`src/rtl/sad_pkg.sv`:
```
// Shared constants and types for the SAD load controller: frame bytes, FSM states, coordinate widths.
// Purely declarative; no logic lives here.
package sad_pkg;

   localparam logic [7:0] SYNC_BYTE    = 8'hA5;
   localparam logic [7:0] CMD_LOAD_TPL = 8'h01;
   localparam logic [7:0] CMD_LOAD_IMG = 8'h02;
   localparam logic [7:0] CMD_RUN      = 8'h03;

   localparam int X_W = 10;
   localparam int Y_W = 9;

   typedef enum logic [2:0] {
      IDLE,
      CMD,
      LD_TPL,
      LD_IMG,
      START,
      WAIT
   } state_t;

   // States in which a silent byte stream counts toward the timeout.
   function automatic logic gapActive(input state_t s);
      return (s == CMD) || (s == LD_TPL) || (s == LD_IMG);
   endfunction

endpackage

```
`src/rtl/sad_load_controller_if.sv`:
```
// Byte-stream, RAM-write, SAD-core and result signals of the load controller.
// master = controller side, slave = surrounding board logic.
interface sad_load_controller_if #(
   parameter int TPL_AW = 8,
   parameter int IMG_AW = 19
);
   import sad_pkg::*;

   logic              rx_start;
   logic              rx_ready;
   logic [7:0]        rx_data;
   logic              tpl_we;
   logic [TPL_AW-1:0] tpl_addr;
   logic              img_we;
   logic [IMG_AW-1:0] img_addr;
   logic [7:0]        wr_data;
   logic              sad_start;
   logic              sad_done;
   logic [X_W-1:0]    sad_x;
   logic [Y_W-1:0]    sad_y;
   logic              valid;
   logic [X_W-1:0]    x_out;
   logic [Y_W-1:0]    y_out;
   logic              busy;
   logic              error;

   modport master (
      input  rx_start, rx_ready, rx_data, sad_done, sad_x, sad_y,
      output tpl_we, tpl_addr, img_we, img_addr, wr_data, sad_start,
             valid, x_out, y_out, busy, error
   );

   modport slave (
      output rx_start, rx_ready, rx_data, sad_done, sad_x, sad_y,
      input  tpl_we, tpl_addr, img_we, img_addr, wr_data, sad_start,
             valid, x_out, y_out, busy, error
   );

endinterface

```
`src/rtl/sad_load_controller_uart_gap_timer.sv`:
```
// Loadable down-counter: reloads to LOAD_VAL while load is high, otherwise counts down;
// expire is high for the single cycle in which the count reaches its last tick.
module uart_gap_timer #(
   parameter int LOAD_VAL = 1000000
) (
   input  logic clock,
   input  logic notReset,
   input  logic load,
   output logic expire
);

   localparam int W = $clog2(LOAD_VAL + 1);

   logic [W-1:0] count;

   always_ff @(posedge clock) begin
      if (!notReset) begin
         count <= W'(LOAD_VAL);
      end else if (load) begin
         count <= W'(LOAD_VAL);
      end else if (count != '0) begin
         count <= count - 1'b1;
      end
   end

   assign expire = !load && (count == W'(1));

endmodule

```
`src/rtl/sad_load_controller.sv`:
```
// Framed-command sequencer: loads template/image RAMs from the UART byte stream, runs the SAD core,
// and latches its best-match result. Writes follow rx_ready by exactly one cycle; no byte is buffered.
module sad_load_controller
   import sad_pkg::*;
#(
   parameter int TPL_W   = 16,
   parameter int TPL_H   = 16,
   parameter int IMG_W   = 640,
   parameter int IMG_H   = 480,
   parameter int TPL_AW  = 8,
   parameter int IMG_AW  = 19,
   parameter int TIMEOUT = 1000000
) (
   input logic                   clock,
   input logic                   notReset,
   sad_load_controller_if.master bus
);

   localparam int CW = (TPL_AW > IMG_AW) ? TPL_AW : IMG_AW;
   localparam logic [CW-1:0] TPL_LAST = CW'(TPL_W * TPL_H - 1);
   localparam logic [CW-1:0] IMG_LAST = CW'(IMG_W * IMG_H - 1);

   state_t        state;
   logic          tplLoaded;
   logic          imgLoaded;
   logic          finalWr;
   logic [CW-1:0] pixCount;
   logic          gapLoad;
   logic          gapExpire;

   assign gapLoad  = !gapActive(state) || bus.rx_ready || bus.rx_start;
   assign bus.busy = (state == LD_TPL) || (state == LD_IMG) || (state == START) || (state == WAIT);

   uart_gap_timer #(
      .LOAD_VAL(TIMEOUT)
   ) gapTimer (
      .clock   (clock),
      .notReset(notReset),
      .load    (gapLoad),
      .expire  (gapExpire)
   );

   always_ff @(posedge clock) begin
      if (!notReset) begin
         state         <= IDLE;
         tplLoaded     <= 1'b0;
         imgLoaded     <= 1'b0;
         finalWr       <= 1'b0;
         pixCount      <= '0;
         bus.tpl_we    <= 1'b0;
         bus.tpl_addr  <= '0;
         bus.img_we    <= 1'b0;
         bus.img_addr  <= '0;
         bus.wr_data   <= '0;
         bus.sad_start <= 1'b0;
         bus.valid     <= 1'b0;
         bus.x_out     <= '0;
         bus.y_out     <= '0;
         bus.error     <= 1'b0;
      end else begin
         bus.tpl_we    <= 1'b0;
         bus.img_we    <= 1'b0;
         bus.sad_start <= 1'b0;
         bus.valid     <= 1'b0;
         bus.error     <= 1'b0;

         case (state)
            IDLE: begin
               if (bus.rx_ready && bus.rx_data == SYNC_BYTE) state <= CMD;
            end

            CMD: begin
               if (gapExpire) begin
                  bus.error <= 1'b1;
                  state     <= IDLE;
               end else if (bus.rx_ready) begin
                  case (bus.rx_data)
                     CMD_LOAD_TPL: begin
                        state     <= LD_TPL;
                        tplLoaded <= 1'b0;
                        pixCount  <= '0;
                        finalWr   <= 1'b0;
                     end
                     CMD_LOAD_IMG: begin
                        state     <= LD_IMG;
                        imgLoaded <= 1'b0;
                        pixCount  <= '0;
                        finalWr   <= 1'b0;
                     end
                     CMD_RUN: begin
                        if (tplLoaded && imgLoaded) begin
                           state         <= START;
                           bus.sad_start <= 1'b1;
                        end else begin
                           bus.error <= 1'b1;
                           state     <= IDLE;
                        end
                     end
                     default: begin
                        bus.error <= 1'b1;
                        state     <= IDLE;
                     end
                  endcase
               end
            end

            LD_TPL, LD_IMG: begin
               // finalWr marks the cycle carrying the last write; bytes arriving then are dropped.
               if (finalWr) begin
                  finalWr <= 1'b0;
                  state   <= IDLE;
                  if (state == LD_TPL) tplLoaded <= 1'b1;
                  else                 imgLoaded <= 1'b1;
               end else if (gapExpire) begin
                  bus.error <= 1'b1;
                  state     <= IDLE;
               end else if (bus.rx_ready) begin
                  bus.wr_data <= bus.rx_data;
                  pixCount    <= pixCount + 1'b1;
                  if (state == LD_TPL) begin
                     bus.tpl_we   <= 1'b1;
                     bus.tpl_addr <= pixCount[TPL_AW-1:0];
                     finalWr      <= (pixCount == TPL_LAST);
                  end else begin
                     bus.img_we   <= 1'b1;
                     bus.img_addr <= pixCount[IMG_AW-1:0];
                     finalWr      <= (pixCount == IMG_LAST);
                  end
               end
            end

            START: state <= WAIT;

            WAIT: begin
               if (bus.sad_done) begin
                  bus.x_out <= bus.sad_x;
                  bus.y_out <= bus.sad_y;
                  bus.valid <= 1'b1;
                  state     <= IDLE;
               end
            end

            default: state <= IDLE;
         endcase
      end
   end

endmodule

```
`src/flat_wrapper.sv`:
```
// flat-port wrapper written by rule: the top's interface ports become plain ports
module sad_load_controller_flat import sad_pkg::*;
#(
   parameter int TPL_W   = 16,
   parameter int TPL_H   = 16,
   parameter int IMG_W   = 640,
   parameter int IMG_H   = 480,
   parameter int TPL_AW  = 8,
   parameter int IMG_AW  = 19,
   parameter int TIMEOUT = 1000000
)
  (clock, notReset, bus_rx_start, bus_rx_ready, bus_rx_data, bus_sad_done, bus_sad_x, bus_sad_y, bus_tpl_we, bus_tpl_addr, bus_img_we, bus_img_addr, bus_wr_data, bus_sad_start, bus_valid, bus_x_out, bus_y_out, bus_busy, bus_error);
  sad_load_controller_if #(.TPL_AW(TPL_AW), .IMG_AW(IMG_AW)) bus_i ();
  input logic clock;
  input logic notReset;
  input wire logic [$bits(bus_i.rx_start)-1:0] bus_rx_start;
  input wire logic [$bits(bus_i.rx_ready)-1:0] bus_rx_ready;
  input wire logic [$bits(bus_i.rx_data)-1:0] bus_rx_data;
  input wire logic [$bits(bus_i.sad_done)-1:0] bus_sad_done;
  input wire logic [$bits(bus_i.sad_x)-1:0] bus_sad_x;
  input wire logic [$bits(bus_i.sad_y)-1:0] bus_sad_y;
  output wire logic [$bits(bus_i.tpl_we)-1:0] bus_tpl_we;
  output wire logic [$bits(bus_i.tpl_addr)-1:0] bus_tpl_addr;
  output wire logic [$bits(bus_i.img_we)-1:0] bus_img_we;
  output wire logic [$bits(bus_i.img_addr)-1:0] bus_img_addr;
  output wire logic [$bits(bus_i.wr_data)-1:0] bus_wr_data;
  output wire logic [$bits(bus_i.sad_start)-1:0] bus_sad_start;
  output wire logic [$bits(bus_i.valid)-1:0] bus_valid;
  output wire logic [$bits(bus_i.x_out)-1:0] bus_x_out;
  output wire logic [$bits(bus_i.y_out)-1:0] bus_y_out;
  output wire logic [$bits(bus_i.busy)-1:0] bus_busy;
  output wire logic [$bits(bus_i.error)-1:0] bus_error;
  assign bus_i.rx_start = bus_rx_start;
  assign bus_i.rx_ready = bus_rx_ready;
  assign bus_i.rx_data = bus_rx_data;
  assign bus_i.sad_done = bus_sad_done;
  assign bus_i.sad_x = bus_sad_x;
  assign bus_i.sad_y = bus_sad_y;
  assign bus_tpl_we = bus_i.tpl_we;
  assign bus_tpl_addr = bus_i.tpl_addr;
  assign bus_img_we = bus_i.img_we;
  assign bus_img_addr = bus_i.img_addr;
  assign bus_wr_data = bus_i.wr_data;
  assign bus_sad_start = bus_i.sad_start;
  assign bus_valid = bus_i.valid;
  assign bus_x_out = bus_i.x_out;
  assign bus_y_out = bus_i.y_out;
  assign bus_busy = bus_i.busy;
  assign bus_error = bus_i.error;
  sad_load_controller #(.TPL_W(TPL_W), .TPL_H(TPL_H), .IMG_W(IMG_W), .IMG_H(IMG_H), .TPL_AW(TPL_AW), .IMG_AW(IMG_AW), .TIMEOUT(TIMEOUT)) u_core (.clock(clock), .notReset(notReset), .bus(bus_i));
endmodule
```
`config.mk`:
```
export PLATFORM = sky130hd
export DESIGN_NAME = sad_load_controller_flat
export DESIGN_NICKNAME = d
export VERILOG_FILES = /design/src/rtl/sad_pkg.sv /design/src/rtl/sad_load_controller_if.sv /design/src/rtl/sad_load_controller_uart_gap_timer.sv /design/src/rtl/sad_load_controller.sv /design/src/flat_wrapper.sv
export SDC_FILE = /design/constraint.sdc
export NUM_CORES = 1
export LEC_CHECK = 0
export ABC_AREA = 1
export CAP_MARGIN = 20
export CORE_UTILIZATION = 32
export DETAILED_ROUTE_END_ITERATION = 6
export RECOVER_POWER = 50
export SKIP_LAST_GASP = 1
export SYNTH_ARGS = -nofsm -noshare
export SYNTH_HDL_FRONTEND = slang
export SYNTH_HIERARCHICAL = 1
export SYNTH_SLANG_ARGS = --single-unit
```
`constraint.sdc`:
```
create_clock -name clock -period 2.3 [get_ports clock]
set_input_delay 0.575 -clock clock [delete_from_list [all_inputs] [get_ports clock]]
set_output_delay 0.575 -clock clock [all_outputs]
set_load 0.005 [all_outputs]
```
Yosys cells after proc, flatten, opt, wreduce, memory -nomap -nowiden. Cells that the tools add are included.

Register bits: 104. Output and inout port bits: 60. Word-level logic and storage cells: 130.

Add/sub/neg operators: 2. Equal/unequal tests: 27. Muxes and demuxes: 47. Bitwise gates (word level): 8. Reduce and logical (&&, ||, !) cells: 30.

Operator list (number): two-way mux 19 bit (6); case mux 19 bit (2 select lines) (1); two-way mux 1 bit (26); two-way mux 3 bit (7); == test 20 x 1 -> 1 bit (second input constant) (1); inequality test 2 bit (second input constant) (10); nonzero test 20 bit (1); subtractor 20 x 1 -> 20 bit (second input constant) (1); adder 19 x 1 -> 19 bit (second input constant) (1); == test 19 bit (second input constant) (1); == test 19 x 8 -> 1 bit (second input constant) (1); == test 8 x 2 -> 1 bit (second input constant) (2); case mux 3 bit (5 select lines) (1); AND reduction 4 bit (3); AND reduction 6 bit (2); case mux 1 bit (2 select lines) (5); AND reduction 5 bit (2); OR reduction 5 bit (2); case mux 3 bit (3 select lines) (1); == test 8 x 1 -> 1 bit (second input constant) (1); == test 8 bit (second input constant) (1); NOT 1 bit (8); logical OR 1 bit (7); AND reduction 7 bit (1); 12 further kinds (22).

Logic depth before layout (Yosys ltp).
Word-level depth: 11. Gate-level depth with buffers: 15.

Hierarchy. The synthesis kept the hierarchy.

By module, submodules not included: sad_load_controller (times used 1, cells an instance 541, area an instance 3801.1 µm², sequential area each 1681.6 µm²); uart_gap_timer (times used 1, cells an instance 178, area an instance 1158.6 µm², sequential area each 400.4 µm²).

Least setup slack after synthesis. Ideal clock, no wire load.

Path type: reg2reg. Start point: reg u_core.state[1]. End point: reg u_core.pixCount[10]. Arrival: 2.114 ns. Slack: 0.054 ns. Cell stages (with the launch flop): 15. Path through: dfxtp_1 > nor2_1 > nor2_1 > nand2_1 > inv_1 > nand3_1 > nor4_1 > nor2_1 > nand2_1 > nand2_1 > nand3_4 > inv_2 > buf_6 > nand2_1 > a21oi_1.

Longest elaborated chain between the ends: 10. Elaborated cells on any way between the ends: 20. Those cells by class: eq/ne (9); mux (1); reduce/logical (10).

Ends and longest elaborated chain: start, declared (line sad_load_controller.sv:23) `state_t state;`; start signal, assigned (line sad_load_controller.sv:45) `state <= IDLE;`; start signal, assigned (line sad_load_controller.sv:69) `if (bus.rx_ready && bus.rx_data == SYNC_BYTE) state <= CMD;`; start signal, assigned (line sad_load_controller.sv:75) `state <= IDLE;`; == test 3 x 1 -> 1 bit or == test 3 x 2 -> 1 bit (tied branches) (line sad_pkg.sv:24) `return (s == CMD) || (s == LD_TPL) || (s == LD_IMG);`; logical OR 1 bit (line sad_pkg.sv:24); logical OR 1 bit (*) (line sad_pkg.sv:24); logical NOT 1 bit (*) (line sad_load_controller.sv:31) `assign gapLoad = !gapActive(state) || bus.rx_ready || bus.rx_start;`; logical OR 1 bit (*) (2 in series) (line sad_load_controller.sv:31); named net u_core.gapLoad (line sad_load_controller.sv:28) `logic gapLoad;`; logical NOT 1 bit (*) (line sad_load_controller_uart_gap_timer.sv:26) `assign expire = !load && (count == W'(1));`; logical AND 1 bit (*) (line sad_load_controller_uart_gap_timer.sv:26); named net u_core.gapExpire (line sad_load_controller.sv:29) `logic gapExpire;`; inequality test 2 bit (no line); AND reduction 7 bit (no line) (*); end signal, assigned (line sad_load_controller.sv:119) `pixCount <= pixCount + 1'b1;`; end, declared (line sad_load_controller.sv:27) `logic [CW-1:0] pixCount;`.

The timed path passes the listed nets; every way through them passes the cells marked *. A chain may end at the register's enable or synchronous reset.

Final worst setup path.
Start point: in bus_rx_start. End point: reg u_core.bus.img_addr[5].

Longest elaborated chain between the ends: 5.

Ends and longest elaborated chain: start, declared (line flat_wrapper.sv:16) `input wire logic [$bits(bus_i.rx_start)-1:0] bus_rx_start;`; logical OR 1 bit (line sad_load_controller.sv:31); named net u_core.gapLoad (line sad_load_controller.sv:28); logical NOT 1 bit (line sad_load_controller_uart_gap_timer.sv:26); logical AND 1 bit (line sad_load_controller_uart_gap_timer.sv:26); named net u_core.gapExpire (line sad_load_controller.sv:29); NOT 1 bit (no line); AND reduction 5 bit (no line); end signal, assigned (line sad_load_controller.sv:126) `bus.img_addr <= pixCount[IMG_AW-1:0];`; end, declared (line sad_load_controller_if.sv:29) `output tpl_we, tpl_addr, img_we, img_addr, wr_data, sad_start,`.

The timed path passes the listed nets, and every way through them passes these cells.

==> impl_metrics.py <==
metrics = {
    "global_route": {
        "grt_max_degree": 44,
        "antenna_found_initial": 0,
        "gr-usage-all-layers": 0.169,
        "grt_pass1_wl_mm": 21.4,
        "grt_pass1_vias": 4343,
        "gr-total-overflow": 0,
    },
    "clocking": {
        "numCtsBuffers": 9,
        "cts.clk_slew.worst_paths_ns": 0.07,
        "cts_htree_levels": 3,
        "clockBufferDepth": 2,
        "cts-root-buf": "clkbuf_16",
        "worstSkewPairLatency_ns": 0.35,
        "cts_tree": "yes",
        "cts.sinks": 104,
    },
    "final_layout": {
        "final_area_mm2": 0.00657,
        "areaGrowthSynthToFinish_pct": 32.4,
        "layout-drive-gt1-share": 0.0938,
        "num_antenna_cells": 0,
        "final_common_cell": "nand2_1",
        "nFillCells": 1523,
        "final_nets": 862,
        "final_cell_mix": "nand2_1 (172), nor2_1 (125), dfxtp_1 (104), a21oi_1 (67), inv_1 (50)",
    },
    "floorplanning": {
        "die_w_um": 126,
        "num_io_pins": 92,
        "dieArea_mm2": 0.0160,
        "rows": 45,
        "die_y_um": 126,
        "start_util": 0.327,
        "coreArea_mm2": 0.0151,
    },
    "pwr": {
        "p_leak_uw": 0.00273,
        "p_int_uw": 3520,
        "power_frac_clock": 0.327,
        "seqPwrFrac": 0.387,
        "switching_share": 0.322,
        "combPwrFrac": 0.286,
        "power.switching_uw": 1670,
        "ir_worst_vdd_v": 0.000389,
        "power_density_mw_per_mm2": 790,
    },
    "drt": {
        "routed_wl_mm": 13.0,
        "dr_total_vias": 4771,
        "wire_per_inst_um": 12.7,
        "drtIter0Drc": 274,
        "drcViolationCount": 0,
        "via_per_inst": 4.68,
        "ant_nets": 0,
        "dr.pass1.iters": 5,
    },
    "worst_setup_path": {
        "timing.rr.start": "u_core/state[1]$_SDFFE_PN0P_",
        "cp.required_ns": 2.58,
        "setup.worst_path.start": "bus_rx_start",
        "start_kind": "input pin",
        "rrSetupSlack_ns": 0.24,
        "reg2reg_depth": 7,
        "end_kind": "flip-flop",
        "cp-endpoint": "u_core/bus.img_addr[5]$_SDFFE_PN0P_",
        "crit_arrival_ns": 2.39,
        "r2r_end": "u_core/state[0]$_SDFFE_PN0P_",
        "cp_max_fo": 22,
        "crit_type": "input pin to flip-flop",
    },
    "timing": {
        "finClkSkew_ns": 0.00889,
        "maxSlewViolCount": 0,
        "worst_pin_slew_ns": 0.940,
        "fmax_mhz": 474,
        "setup-violations-final": 0,
        "setup_ws_ns": 0.190,
        "hold_violations": 0,
        "slew_headroom": 0.373,
        "rsz0062_at_grt": "false",
        "holdWs_ns": 0.459,
        "min_period_ns": 2.11,
        "period_share": 0.917,
    },
    "logic_synthesis": {
        "synthCells": 719,
        "synth_top_area_share": 0.420,
        "synth.ff_latch_count": 104,
        "ys_warn_count": 6,
        "synth_fp_nets": 754,
        "synth_area_leaders": "dfxtp_1 (42%), nand2_1 (13%), nor2_1 (9.4%)",
        "synth_cell_types": 33,
        "synth_top_area_cell": "dfxtp_1",
        "netlist_area_mm2": 0.00496,
        "syn_avg_cell_area_um2": 6.90,
        "yosysSeqAreaShare": 0.420,
    },
    "placed_design": {
        "port_buffers": 91,
        "dp_worst_setup_slack_ns": -0.326,
        "hpwl_mm": 9.37,
        "place_area_mm2": 0.00621,
        "gp_congestion": 0.884,
    },
    "outcome": {
        "outcome": "finished, final reports clean",
    },
    "job": {
        "max_cap_violations": 0,
    },
    "min_path": {
        "worstHoldPathType": "flip-flop to flip-flop",
    },
}
## cell type report
class,count,area [um2],share of cell area
well taps,188,235,0.0358
inverters,57,216,0.0330
flip-flops and latches,104,2080,0.317
repair buffers,125,1200,0.183
clock buffers,10,239,0.0364
multi-input cells,530,2500,0.381
clock inverters,6,90.1,0.0137
## power groups by stage
| stage | Sequential (uW) | Clock (uW) | Combinational [uW] |
|---|---|---|---|
| after floorplan | 2060 | 0 | 923 |
| after detailed placement | 2050 | 0 | 1460 |
| after global placement | 2050 | 0 | 1450 |
| after CTS | 2010 | 1740 | 1460 |
| final | 2010 | 1690 | 1480 |
| after global routing | 2030 | 1820 | 1640 |
## repair_timing
item / CTS / global route
hold buffers: 0 / 0
pin swaps: 0 / 3
endpoints found under the setup margin: 1 / 42
cloned: 0 / 1
setup buffers: 0 / 1
gates resized for setup: 2 / 7
## through the flow
step | util | TNS, ns | instances | total power, uW
6_report | 0.434 | 0 | 1020 | 5190
5_1_grt | 0.434 | 0 | 1020 | 5490
4_1_cts | 0.432 | 0 | 1018 | 5210
3_5_place_dp | 0.410 | -15.80 | 1002 | 3510
3_3_place_gp | 0.410 | -11.61 | 1002 | 3500
2_1_floorplan | - | 0 | 719 | 2980
## cells by family (layout without fill, tap and decap cells)
group	after synthesis	count (layout)	synth area share
buffers and inverters	85	198	0.0759
DFF	104	104	0.420
AOI/OAI and AO/OA	118	118	0.120
and+or+nand+nor	394	394	0.350
adders and majority gates	3	3	0.00757
xor gates and xnor gates	15	15	0.0265
## registers in the layout, summed over array words and instances (netlist names), 3 cells and up
| name | cells |
|---|---|
| u_core/bus.x_out | 10 |
| u_core/bus.img_addr | 19 |
| u_core/bus.wr_data | 8 |
| u_core/gapTimer/count | 20 |
| u_core/pixCount | 19 |
| u_core/state | 3 |
| u_core/bus.tpl_addr | 8 |
| u_core/bus.y_out | 9 |
## critical path, cell delays in order
cell	delay [ns]
clkdlybuf4s50_1	0.49
nor2_1	0.05
nand2_1	0.05
inv_1	0.05
nand3_1	0.10
nor4_2	0.05
buf_4	0.14
nor2_1	0.10
nand2_2	0.09
nor2_4	0.10
inv_2	0.06
nor2_4	0.15
buf_12	0.18
o21ai_1	0.06
a21oi_1	0.13
## metal layers
metal / up-vias / GRT usage / part of all wire
met1: 2124 / 0.243 / 0.52
met3: 12 / 0.0363 / 0.052
li1: 2534 / - / -
met5: - / 0 / 0
met4: 0 / 0.0751 / 0.018
met2: 101 / 0.239 / 0.41
## cell usage after synthesis, drive strengths merged
cell    count
clkbuf     13
inv        56
dfxtp     104
buf        15
o21ai      48
a21oi      68
ha          3
xnor2       4
nor3        8
clkinv      1
and2        2
a31oi       1
xor2       11
nand2     176
nand3      50
nand3b     10
nor4        3
nor2      137
nand4       8
o22ai       1
## how the worst min path moves through the flow
stage	to	cells after the start	startpoint	slack, ns
after floorplan	u_core/imgLoaded$_SDFFE_PN0P_	2	u_core/imgLoaded$_SDFFE_PN0P_	0.44
after CTS	u_core/bus.y_out[1]$_SDFFE_PN0P_	2	u_core/bus.y_out[1]$_SDFFE_PN0P_	0.46
final	u_core/bus.y_out[1]$_SDFFE_PN0P_	2	u_core/bus.y_out[1]$_SDFFE_PN0P_	0.46
after global routing	u_core/bus.x_out[9]$_SDFFE_PN0P_	2	u_core/bus.x_out[9]$_SDFFE_PN0P_	0.47
after detailed placement	u_core/bus.y_out[1]$_SDFFE_PN0P_	2	u_core/bus.y_out[1]$_SDFFE_PN0P_	0.45
after global placement	u_core/bus.x_out[2]$_SDFFE_PN0P_	2	u_core/bus.x_out[2]$_SDFFE_PN0P_	0.45
Power figures use the tool's default switching activity.
